<file path="config.mk">
export PLATFORM = sky130hd
export DESIGN_NAME = step_clock_ctrl_flat
export DESIGN_NICKNAME = d
export VERILOG_FILES = /design/src/rtl/step_clock_ctrl_pkg.sv /design/src/rtl/step_clock_ctrl_if.sv /design/src/rtl/step_clock_ctrl_key_debounce.sv /design/src/rtl/step_clock_ctrl.sv /design/src/flat_wrapper.sv
export SDC_FILE = /design/constraint.sdc
export NUM_CORES = 1
export LEC_CHECK = 0
export CORE_MARGIN = 2
export CORE_UTILIZATION = 46
export CTS_CLUSTER_DIAMETER = 60
export DETAILED_ROUTE_END_ITERATION = 8
export PLACE_DENSITY = 0.69
export SETUP_SLACK_MARGIN = 0.15
export SLEW_MARGIN = 20
export SYNTH_ARGS = -nofsm -noshare
export SYNTH_HDL_FRONTEND = slang
export SYNTH_SLANG_ARGS = --single-unit
</file>
<file path="constraint.sdc">
create_clock -name clk -period 3.2 [get_ports clk]
set_input_delay 0.96 -clock clk [delete_from_list [all_inputs] [get_ports clk]]
set_output_delay 0.96 -clock clk [all_outputs]
set_load 0.03 [all_outputs]
</file>
<file path="src/rtl/step_clock_ctrl_pkg.sv">
// Shared encodings for the step clock controller: operating modes and BURST sequencer states.
// The display/LED logic imports the same package so that the mode codes stay consistent.
package step_clock_ctrl_pkg;

  typedef enum logic [1:0] {
    MODE_MANUAL = 2'b00,
    MODE_AUTO   = 2'b01,
    MODE_BURST  = 2'b10
  } mode_e;

  typedef enum logic {
    BURST_IDLE = 1'b0,
    BURST_RUN  = 1'b1
  } burst_state_e;

  function automatic mode_e next_mode(mode_e cur);
    case (cur)
      MODE_MANUAL: next_mode = MODE_AUTO;
      MODE_AUTO:   next_mode = MODE_BURST;
      default:     next_mode = MODE_MANUAL;
    endcase
  endfunction

endpackage

</file>
<file path="src/rtl/step_clock_ctrl_if.sv">
// Key, control and step-enable signals between the board/core side and the step clock controller.
// The master drives keys and settings; the slave (the controller) drives the step enable and status.
interface step_clock_ctrl_if #(
  parameter int DIV_WIDTH   = 18,
  parameter int BURST_WIDTH = 8,
  parameter int CNT_WIDTH   = 16
);
  logic                   key_step;
  logic                   key_mode;
  logic                   halt;
  logic [DIV_WIDTH-1:0]   rate_div;
  logic [BURST_WIDTH-1:0] burst_len;
  logic                   step_pulse;
  logic [1:0]             mode;
  logic                   busy;
  logic [CNT_WIDTH-1:0]   step_count;

  modport master (
    output key_step, key_mode, halt, rate_div, burst_len,
    input  step_pulse, mode, busy, step_count
  );

  modport slave (
    input  key_step, key_mode, halt, rate_div, burst_len,
    output step_pulse, mode, busy, step_count
  );
endinterface

</file>
<file path="src/rtl/step_clock_ctrl_key_debounce.sv">
// Two-flop synchroniser, hold-time debouncer and rising-edge detector for one raw key.
// press is high for one cycle, the cycle after the debounced level rises.
module step_clock_ctrl_key_debounce #(
  parameter int DB_CYCLES = 16
) (
  input  logic clk,
  input  logic reset,
  input  logic key,
  output logic press
);
  localparam int CW = $clog2(DB_CYCLES);
  localparam logic [CW-1:0] LAST = CW'(DB_CYCLES - 1);

  logic          sync1;
  logic          sync2;
  logic          level;
  logic          level_q;
  logic [CW-1:0] hold_cnt;

  // NOTE: non-blocking assignments keep the synchroniser a true two-stage shift register;
  // blocking ones would collapse sync1 and sync2 into a single flop.
  always_ff @(posedge clk or posedge reset) begin
    if (reset) begin
      sync1    <= 1'b0;
      sync2    <= 1'b0;
      level    <= 1'b0;
      level_q  <= 1'b0;
      hold_cnt <= '0;
    end else begin
      sync1   <= key;
      sync2   <= sync1;
      level_q <= level;
      if (sync2 == level) begin
        hold_cnt <= '0;
      end else if (hold_cnt == LAST) begin
        // DB_CYCLES consecutive differing samples, counting this one
        level    <= sync2;
        hold_cnt <= '0;
      end else begin
        hold_cnt <= hold_cnt + 1'b1;
      end
    end
  end

  assign press = level & ~level_q;

endmodule

</file>
<file path="src/rtl/step_clock_ctrl.sv">
// Clock-enable generator that steps the CPU core in MANUAL, AUTO or BURST mode.
// Holds the mode register, the rate divider, the BURST sequencer and the pulse counter.
module step_clock_ctrl
  import step_clock_ctrl_pkg::*;
#(
  parameter int DIV_WIDTH   = 18,
  parameter int DB_CYCLES   = 16,
  parameter int BURST_WIDTH = 8,
  parameter int CNT_WIDTH   = 16
) (
  input  logic               clk,
  input  logic               reset,
  step_clock_ctrl_if.slave   bus
);

  logic step_press;
  logic mode_press;

  step_clock_ctrl_key_debounce #(.DB_CYCLES(DB_CYCLES)) u_db_step (
    .clk   (clk),
    .reset (reset),
    .key   (bus.key_step),
    .press (step_press)
  );

  step_clock_ctrl_key_debounce #(.DB_CYCLES(DB_CYCLES)) u_db_mode (
    .clk   (clk),
    .reset (reset),
    .key   (bus.key_mode),
    .press (mode_press)
  );

  mode_e                  mode_q;
  burst_state_e           burst_state;
  logic [DIV_WIDTH-1:0]   div_cnt;
  logic [BURST_WIDTH-1:0] remaining;
  logic                   busy_q;
  logic                   pulse_q;
  logic [CNT_WIDTH-1:0]   count_q;
  logic                   tick;

  // >= rather than == so that lowering rate_div below the running count cannot stall the divider
  assign tick = (div_cnt >= bus.rate_div);

  always_ff @(posedge clk or posedge reset) begin
    if (reset) begin
      mode_q      <= MODE_MANUAL;
      burst_state <= BURST_IDLE;
      div_cnt     <= '0;
      remaining   <= '0;
      busy_q      <= 1'b0;
      pulse_q     <= 1'b0;
      count_q     <= '0;
    end else begin
      pulse_q <= 1'b0;
      count_q <= count_q + CNT_WIDTH'(pulse_q);

      if (bus.halt) begin
        if (mode_q != MODE_MANUAL) begin
          mode_q      <= MODE_MANUAL;
          div_cnt     <= '0;
          burst_state <= BURST_IDLE;
          busy_q      <= 1'b0;
        end else begin
          pulse_q <= step_press;
        end
      end else if (mode_press) begin
        // AUTO is busy from the entry cycle so its first tick lands rate_div+1 cycles later
        mode_q      <= next_mode(mode_q);
        div_cnt     <= '0;
        burst_state <= BURST_IDLE;
        busy_q      <= (next_mode(mode_q) == MODE_AUTO);
      end else begin
        case (mode_q)
          MODE_MANUAL: pulse_q <= step_press;

          MODE_AUTO: begin
            busy_q  <= 1'b1;
            pulse_q <= tick;
            div_cnt <= tick ? '0 : div_cnt + 1'b1;
          end

          MODE_BURST: begin
            if (burst_state == BURST_IDLE) begin
              busy_q <= 1'b0;
              if (step_press) begin
                burst_state <= BURST_RUN;
                remaining   <= (bus.burst_len == '0) ? BURST_WIDTH'(1) : bus.burst_len;
                busy_q      <= 1'b1;
                div_cnt     <= '0;
              end
            end else if (tick) begin
              pulse_q   <= 1'b1;
              div_cnt   <= '0;
              remaining <= remaining - 1'b1;
              if (remaining == BURST_WIDTH'(1)) burst_state <= BURST_IDLE;
            end else begin
              div_cnt <= div_cnt + 1'b1;
            end
          end

          default: mode_q <= MODE_MANUAL;
        endcase
      end
    end
  end

  assign bus.step_pulse = pulse_q;
  assign bus.mode       = mode_q;
  assign bus.busy       = busy_q;
  assign bus.step_count = count_q;

endmodule
</file>
<file path="src/flat_wrapper.sv">
// flat-port wrapper written by rule: the top's interface ports become plain ports
module step_clock_ctrl_flat import step_clock_ctrl_pkg::*;
#(
  parameter int DIV_WIDTH   = 18,
  parameter int DB_CYCLES   = 16,
  parameter int BURST_WIDTH = 8,
  parameter int CNT_WIDTH   = 16
)
  (clk, reset, bus_key_step, bus_key_mode, bus_halt, bus_rate_div, bus_burst_len, bus_step_pulse, bus_mode, bus_busy, bus_step_count);
  step_clock_ctrl_if #(.DIV_WIDTH(DIV_WIDTH), .BURST_WIDTH(BURST_WIDTH), .CNT_WIDTH(CNT_WIDTH)) bus_i ();
  input  logic clk;
  input  logic reset;
  input wire logic [$bits(bus_i.key_step)-1:0] bus_key_step;
  input wire logic [$bits(bus_i.key_mode)-1:0] bus_key_mode;
  input wire logic [$bits(bus_i.halt)-1:0] bus_halt;
  input wire logic [$bits(bus_i.rate_div)-1:0] bus_rate_div;
  input wire logic [$bits(bus_i.burst_len)-1:0] bus_burst_len;
  output wire logic [$bits(bus_i.step_pulse)-1:0] bus_step_pulse;
  output wire logic [$bits(bus_i.mode)-1:0] bus_mode;
  output wire logic [$bits(bus_i.busy)-1:0] bus_busy;
  output wire logic [$bits(bus_i.step_count)-1:0] bus_step_count;
  assign bus_i.key_step = bus_key_step;
  assign bus_i.key_mode = bus_key_mode;
  assign bus_i.halt = bus_halt;
  assign bus_i.rate_div = bus_rate_div;
  assign bus_i.burst_len = bus_burst_len;
  assign bus_step_pulse = bus_i.step_pulse;
  assign bus_mode = bus_i.mode;
  assign bus_busy = bus_i.busy;
  assign bus_step_count = bus_i.step_count;
  step_clock_ctrl #(.DIV_WIDTH(DIV_WIDTH), .DB_CYCLES(DB_CYCLES), .BURST_WIDTH(BURST_WIDTH), .CNT_WIDTH(CNT_WIDTH)) u_core (.clk(clk), .reset(reset), .bus(bus_i));
endmodule
</file>
* Yosys cells after proc, flatten, opt, wreduce, memory -nomap -nowiden *
Cells that the tools add are included.

storage, ports and cells
  logic and storage cells = 98
  flip-flop bits (word level) = 63
  output and inout port bits = 20

operators by class
  order comparisons = 1
  reductions and logical operators = 14
  add/subtract/negate cells = 5
  equality and inequality tests = 13
  bitwise operators = 8
  multiplexer cells = 40

operators by type and width
  cell                   number
  $mux 18                6
  $pmux 18 s2            1
  $mux 8                 4
  $add 18x1->18 const B  1
  $ge 18x18->1           1
  $add 16x1->16          1
  $mux 1                 16
  $mux 4                 4
  $mux 2                 6
  $add 4x1->4 const B    2
  $eq 4x4->1 const B     2
  $eq 8x1->1 const B     1
  $logic_not 8->1        1
  $reduce_and 2->1       4
  $sub 8x1->8 const B    1
  $not 1->1              6
  $reduce_and 3->1       2
  $ne 5x2->1 const B     1
  $reduce_and 5->1       1
  $eq 2x1->1 const B     2
  $ne 4x3->1 const B     1
  $pmux 2 s2             1
  $reduce_bool 2->1      2
  $reduce_bool 4->1      1
  11 further kinds       13

* Longest topological paths before layout *
Gate-level depths: netlist of the first run.

  depth after elaboration = 7
  depth in mapped cells = 9
  depth with buffers taken out = 8

* Modules after synthesis *
From an unflattened synthesis of the first run, not the netlist that was laid out.

second synthesis, totals
  cells, all modules = 363
  area total of the unflattened synthesis = 3523.4 µm²

modules (own cells, without submodules)
  module                        area each (µm²)  cells each  instances
  step_clock_ctrl               2912.8           321         1
  step_clock_ctrl_key_debounce  305.3            21          2

* Worst setup path before layout of the first run *
OpenSTA, ideal clock, no wires.

  kind = input to register
  from = input port bus_rate_div[13]
  to = register u_core.remaining[4]
  buffers on the path = 1
  setup slack = 455 ps
  data required time = 3074 ps
  arrival = 2619 ps
  setup time = 126 ps
  cell stages on the path = 9
  cell sequence = inv_1 ha_1 and4_1 and2_4 nand3_2 o211a_1 buf_2 o311a_1 a221o_1

between the ends
  longest elaborated chain between the ends = 3

ends and longest elaborated chain
  what                        RTL line               text
  start: declaration          flat_wrapper.sv:16     input wire logic [$bits(bus_i.rate_div)-1:0] bus_rate_div;
  $ge 18x18->1                step_clock_ctrl.sv:43  assign tick = (div_cnt >= bus.rate_div);
  $ne 2x2->1 (no line)        -
  $reduce_and 5->1 (no line)  -
  end signal: assignment      step_clock_ctrl.sv:88  remaining <= (bus.burst_len == '0) ? BURST_WIDTH'(1) : bus.burst_len;
  end signal: assignment      step_clock_ctrl.sv:95  remaining <= remaining - 1'b1;
  end: declaration            step_clock_ctrl.sv:36  logic [BURST_WIDTH-1:0] remaining;

No other way between the ends.
A chain may end at the register's enable or synchronous reset.

* Final worst setup path of the first run *
  from = input port bus_rate_div[11]
  to = register u_core.remaining[4]

The elaborated chain is that of the path after synthesis.

==> results of run 1 <==
critical path: stages:
cell and delay, ps:
clkdlybuf4s50_1 460, inv_1 40, ha_1 280, and4_1 250
and2_4 180, nand3_2 110, o211a_4 290, o311a_1 350
a221o_1 270
cell type report:
type	instances	area (sq um)	area share, %
Tap cell	102	128	2.79
Inverter	31	116	2.54
Sequential cell	63	1580	34.5
Multi-Input combinational cell	272	1970	43.1
Timing Repair Buffer	62	591	12.9
Clock inverter	6	61.3	1.34
Clock buffer	10	128	2.79
worst max-delay path by stage:
stage | endpoint | cells past startpoint
2_1_floorplan | u_core.remaining[4] | 9
3_3_place_gp | u_core.div_cnt[8] | 10
3_5_place_dp | u_core.div_cnt[8] | 10
4_1_cts | u_core.remaining[4] | 9
5_1_grt | u_core.div_cnt[0] | 10
6_report | u_core.remaining[4] | 9
registers in the layout (all words and copies together), names as in the netlist, 2 cells and up:
name,flops
u_core.u_db_mode.hold_cnt,4
u_core.bus.mode,2
u_core.u_db_step.hold_cnt,4
u_core.bus.step_count,16
u_core.div_cnt,18
u_core.remaining,8
per-layer routing:
metal / share of wire, % / vias up / GRT usage (%)
met5: 0 / - / 0
met3: 6.0 / 11 / 4.25
met1: 45 / 1409 / 25.3
met2: 47 / 91 / 30.8
met4: 1.4 / 0 / 6.40
li1: - / 1477 / -
synthesized netlist by cell type, drive strengths merged (7+ instances only):
master / instances / share of area [%]
dfrtp: 63 / 43
nand2: 34 / 3.5
inv: 31 / 3.1
nor2: 27 / 2.7
ha: 25 / 8.4
a21oi: 20 / 2.7
nand3: 19 / 2.8
xnor2: 18 / 4.3
o21ai: 12 / 1.7
nor3: 9 / 1.5
and3: 8 / 1.4
buf: 8 / 1.6
nor2b: 7 / 1.4
cell families (layout without fill, tap and decap cells):
logic type               after synthesis  count (layout)  synth area share, %
AND/OR/NAND/NOR                      138             138                 21.1
AO/OA/AOI/OAI                         82              82                 16.4
flip-flops                            63              63                 42.6
buffers and inverters                 40             109                 4.87
adder cells (fa/ha/maj)               25              25                 8.45
XOR/XNOR                              24              24                 5.68
multiplexers                           3               3                0.912
metrics by stage:
| step | utilization, % | power, mW | setup WS [ps] |
|---|---|---|---|
| global placement | 56.1 | 1.06 | -59.5 |
| global route | 58.9 | 1.80 | 161 |
| finish | 58.9 | 1.71 | 233 |
| floorplan | - | 0.984 | 455 |
| detailed placement | 56.1 | 1.07 | -140 |
| CTS | 58.5 | 1.73 | 234 |
where the power goes:
group | internal (mW) | switching [mW]
logic | 0.0957 | 0.0980
registers | 0.825 | 0.0345
clock network | 0.357 | 0.303
total | 1.28 | 0.436
==> results.toml, run 1 <==
[run_status]
outcome = "complete, no violations"

[floorplanning]
num_rows = 32
die_w_um = 93.7
dieArea_sq_um = 8780
initial_core_util_pct = 47.7
pin_count = 51
die_h_um = 93.7
fp.coreArea_sq_um = 7770

[drt]
via_per_inst = 5.47
wirelength_mm = 7.49
final_antenna_net_count = 0
drc = 0
wire_per_inst_um = 13.7
drtIter0Drc = 233
vias = 2988
first_pass_iters = 5

[finish]
area_delta_synth_final_pct = 23.5
layout-drive-gt1-share_pct = 11.9
layout.cells.non_filler = 546
fin_nets = 495
stdcell_area_sq_um = 4570
antenna_cells = 0
final_common_cell = "dfrtp_1"
layout_common_cells = "dfrtp_1, clkdlybuf4s50_1, nand2_1"
fillCellCount = 673

[yosys]
syn_area_sq_um = 3700
yosys.cell_types.count = 64
ys_ff_latch = 63
synthCells = 375
synth_seq_area_share_pct = 42.6
async_reset_ff_share_pct = 100
syn_nets = 431
synth-edff-count = 0
syn_avg_cell_area_sq_um = 9.87
synthFlopType = "dfrtp_1"
yosysWarnings = 0

[clocking]
clockBufferDepth = 2
ctsHoldBuffers = 0
cts_tree = "yes"
clock-sinks = 63
h-tree-depth = 3
clk_latency_ps = 340
postCtsSetupBuffers = 0
cts_inserted_buffers = 9
post_cts_resized = 0
clock-root-buffer = "clkbuf_8"
clk_pin_slew_ps = 70

[global_route]
grt_pass1_vias = 2882
grt_util_all_layers_pct = 19.0
grt_pass1_wl_mm = 13.3
grt_start_max_net_pins = 24
overflow = 0
antenna_found_initial = 0

[min_path]
hold_depth = 0
hold_path.class = "flop to flop"
worstHoldEndpoint = "u_core.u_db_step.sync2"
worstHoldStart = "u_core.u_db_step.sync1"

[worst_setup_path]
rrSetupSlack_ps = 880
rr_startpoint = "u_core.div_cnt[9]"
rr_endpoint = "u_core.div_cnt[8]"
cp.arrival_ps = 3180
cp-end-kind = "flop"
critPathLaunch = "bus_rate_div[11]"
critPathKind = "primary input to flop"
cp-start-kind = "primary input"
rr_worst_depth = 8
worst-path-max-fanout = 8
cp_data_required_time_ps = 3420

[timing]
worst_hold_slack_ps = 343
min_period_over_period_pct = 92.7
final_max_slew_viol_count = 0
setup-tns-final_ps = 0
rsz0062_at_grt = "false"
slew_headroom_pct = 52.3
finalHoldViolations = 0
fmax_ghz = 0.337
clock_skew_ps = 11.2
setup_viol = 0
tightestPinTransition_ps = 711
period_minus_slack_ps = 2970

[power_and_ir_drop]
leakagePower_nw = 2.05
ir_drop_mv = 0.193
pwr_density_cell_nw_per_um2 = 375

[place]
numPlacedInstances = 530
dp_hpwl_mm = 5.72
dpl_cell_area_sq_um = 4360
routabilityCongestion = 0.889
portBuffers = 50

[run]
drv_cap = 0
Power figures use the tool's default switching activity.
==> inputs of run 2 (changes only) <==
CORE_UTILIZATION = 55   (was 46)
PLACE_DENSITY = 0.81   (was 0.69)
SYNTH_HIERARCHICAL = 1   (was unset)
==> run 2 against run 1 <==
Compared with the run above: die area shrank 20%; setup slack lost 120 ps; synthesized area shrank 4.8%; critical path depth is the same; register-to-register slack lost 250 ps; synthesized cell count shrank 3.2%; non-clock buffer count grew 4; via count shrank 2.6%; design area grew 0.96%; routed wire length grew 7.2%; flip-flop and latch count is the same.
==> results.toml, run 2 <==
[drt]
vias = 2910
wire_per_inst_um = 15.6
via_per_inst = 5.65
drc = 0
final_antenna_net_count = 0
first_pass_iters = 4
drtIter0Drc = 190
wirelength_mm = 8.03

[timing]
worst_hold_slack_ps = 353
min_period_over_period_pct = 96.5
tightestPinTransition_ps = 889
clock_skew_ps = 8.60
slew_headroom_pct = 40.4
fmax_ghz = 0.324
final_max_slew_viol_count = 0
period_minus_slack_ps = 3090
finalHoldViolations = 0
rsz0062_at_grt = "false"
setup_viol = 0

[finish]
final_common_cell = "dfrtp_1"
fin_nets = 494
fillCellCount = 445
layout_common_cells = "dfrtp_1, clkdlybuf4s50_1, nand2_1"
top_register = "u_core/div_cnt"
final_core_util_pct = 73.5
area_delta_synth_final_pct = 31.0
layout-drive-gt1-share_pct = 15.1
largest_register_ffs = 18
antenna_cells = 0

[floorplanning]
pin_count = 51
num_rows = 29
die_h_um = 84.0
initial_core_util_pct = 56.1
die_w_um = 84.0
dieArea_sq_um = 7060
fp.coreArea_sq_um = 6280

[yosys]
synthTopCellsByArea = "dfrtp_1, ha_1, xnor2_1"
synth_most_common_cell = "dfrtp_1"
ys_ff_latch = 63
synth_area_leader_cell = "dfrtp_1"
ys_top_cells_by_count = "dfrtp_1, nand2_1, nor2_1, inv_1, ha_1"
synthCells = 363
yosysWarnings = 6
synth-edff-count = 0
yosys.area.top_type_share_pct = 44.7
syn_avg_cell_area_sq_um = 9.71
yosys.cell_types.count = 50
synthFlopType = "dfrtp_1"
syn_nets = 424
async_reset_ff_share_pct = 100
syn_area_sq_um = 3520
synth_seq_area_share_pct = 44.7

[global_route]
grt_pass1_vias = 2919
grt_util_all_layers_pct = 23.7
grt_start_max_net_pins = 25
overflow = 0
grt_pass1_wl_mm = 13.4
antenna_found_initial = 0

[power_and_ir_drop]
pwr_density_cell_nw_per_um2 = 427
p_int_mw = 1.47
clkPwrFrac_pct = 42.1
switchingPower_uw = 497
comb_power_share_pct = 13.3
power_frac_seq_pct = 44.6
leakagePower_nw = 2.09
ir_drop_mv = 0.374
switching_share_pct = 25.2
totalPowerFinal_mw = 1.97

[min_path]
hold_path.class = "flop to flop"

[run_status]
outcome = "complete, no violations"

[worst_setup_path]
cp-start-kind = "primary input"
worst-path-max-fanout = 6
cp_data_required_time_ps = 3430
cp-end-kind = "flop"
critPathKind = "primary input to flop"
rrSetupSlack_ps = 630
cp.arrival_ps = 3320

[place]
dp_hpwl_mm = 5.47
routabilityCongestion = 0.851
portBuffers = 50

[clocking]
cts_tree = "yes"
h-tree-depth = 3
clock-sinks = 63
clk_pin_slew_ps = 70
clockBufferDepth = 2
clk_latency_ps = 340
clock-root-buffer = "clkbuf_8"
cts_inserted_buffers = 9

[run]
drv_cap = 0
run 2: cell types whose count changed in the layout (fill, tap and decap cells not counted), moves of 5 or more:
cell / change
a211oi_1: -5
clkdlybuf4s50_1: -12
dlygate4sd2_1: +8
ha_1: -5
ha_4: +10
inv_1: -6
inv_2: +6
nand4_1: +6
nor2_1: +8
nor3_1: -5
o211ai_1: +5
xor2_1: +7
run 2: what timing repair did:
item                                   CTS  global route
setup buffers                            2             0
endpoints found under the hold margin    0             0
setup endpoints to repair               20            25
pin swaps                               16            10
hold buffers                             0             0
gates resized for setup                 24            15
cloned                                   0             0
run 2: power groups by stage:
stage               sequential, mW  clock, mW  combinational [mW]
floorplan                    0.891          0               0.139
global placement             0.890          0               0.237
detailed placement           0.893          0               0.245
CTS                          0.879      0.846               0.250
global route                 0.887      0.881               0.297
finish                       0.878      0.829               0.263
run 2: path summary, 6_finish.rpt:
check,startpoint,end,depth (start not counted)
max,bus_rate_div[9],u_core/remaining[7],9
min,u_core/u_db_mode/sync1,u_core/u_db_mode/sync2,0
max reg2reg,u_core/div_cnt[11],u_core/remaining[7],7
min reg2reg,u_core/u_db_mode/sync1,u_core/u_db_mode/sync2,0
max in group asynchronous,reset,u_core/div_cnt[4],3
min in group asynchronous,reset,u_core/u_db_mode/hold_cnt[2],2
run 2: logic make-up (layout without fill, tap and decap cells):
logic type | after synthesis | after routing | synth area share, %
buffers and inverters | 39 | 114 | 4.47
muxes | 3 | 3 | 1.17
xor gates and xnor gates | 32 | 32 | 7.95
AOI/OAI and AO/OA | 58 | 58 | 11.2
adders and majority gates | 30 | 30 | 10.7
and+or+nand+nor | 138 | 138 | 19.9
DFF | 63 | 63 | 44.7
run 2: area by class of cell:
class                   count  area [sq um]  share of cell area, %
repair buffers             66           633                   13.7
flip-flops and latches     63          1580                   34.1
clock buffers               9           124                   2.68
well taps                  77          96.3                   2.09
clock inverters             7           121                   2.63
inverters                  32           120                   2.60
multi-input cells         261          1950                   42.1
run 2: critical path: stages:
cell and delay [ps]:
clkdlybuf4s50_1 470, inv_1 70, ha_4 270, nand4_1 120, a2111oi_2 290, nand2_1 80
and4b_2 300, or4_4 520, o211a_1 240
run 2: metal layers:
layer  global-route usage (%)  routed length [um]
met1                     30.2                3400
met2                     39.8                4170
met3                     3.86                 318
met4                     10.6                 133
met5                        0                   0
run 2: per-stage QoR:
step | cells | TNS [ps] | setup slack [ps] | area, sq um
after floorplan | 363 | 0 | 268 | 3520
after global placement | 497 | -4030 | -238 | 4200
after detailed placement | 497 | -6500 | -341 | 4200
after CTS | 515 | 0 | 160 | 4540
after global routing | 515 | 0 | 5.12 | 4620
final | 515 | 0 | 112 | 4620
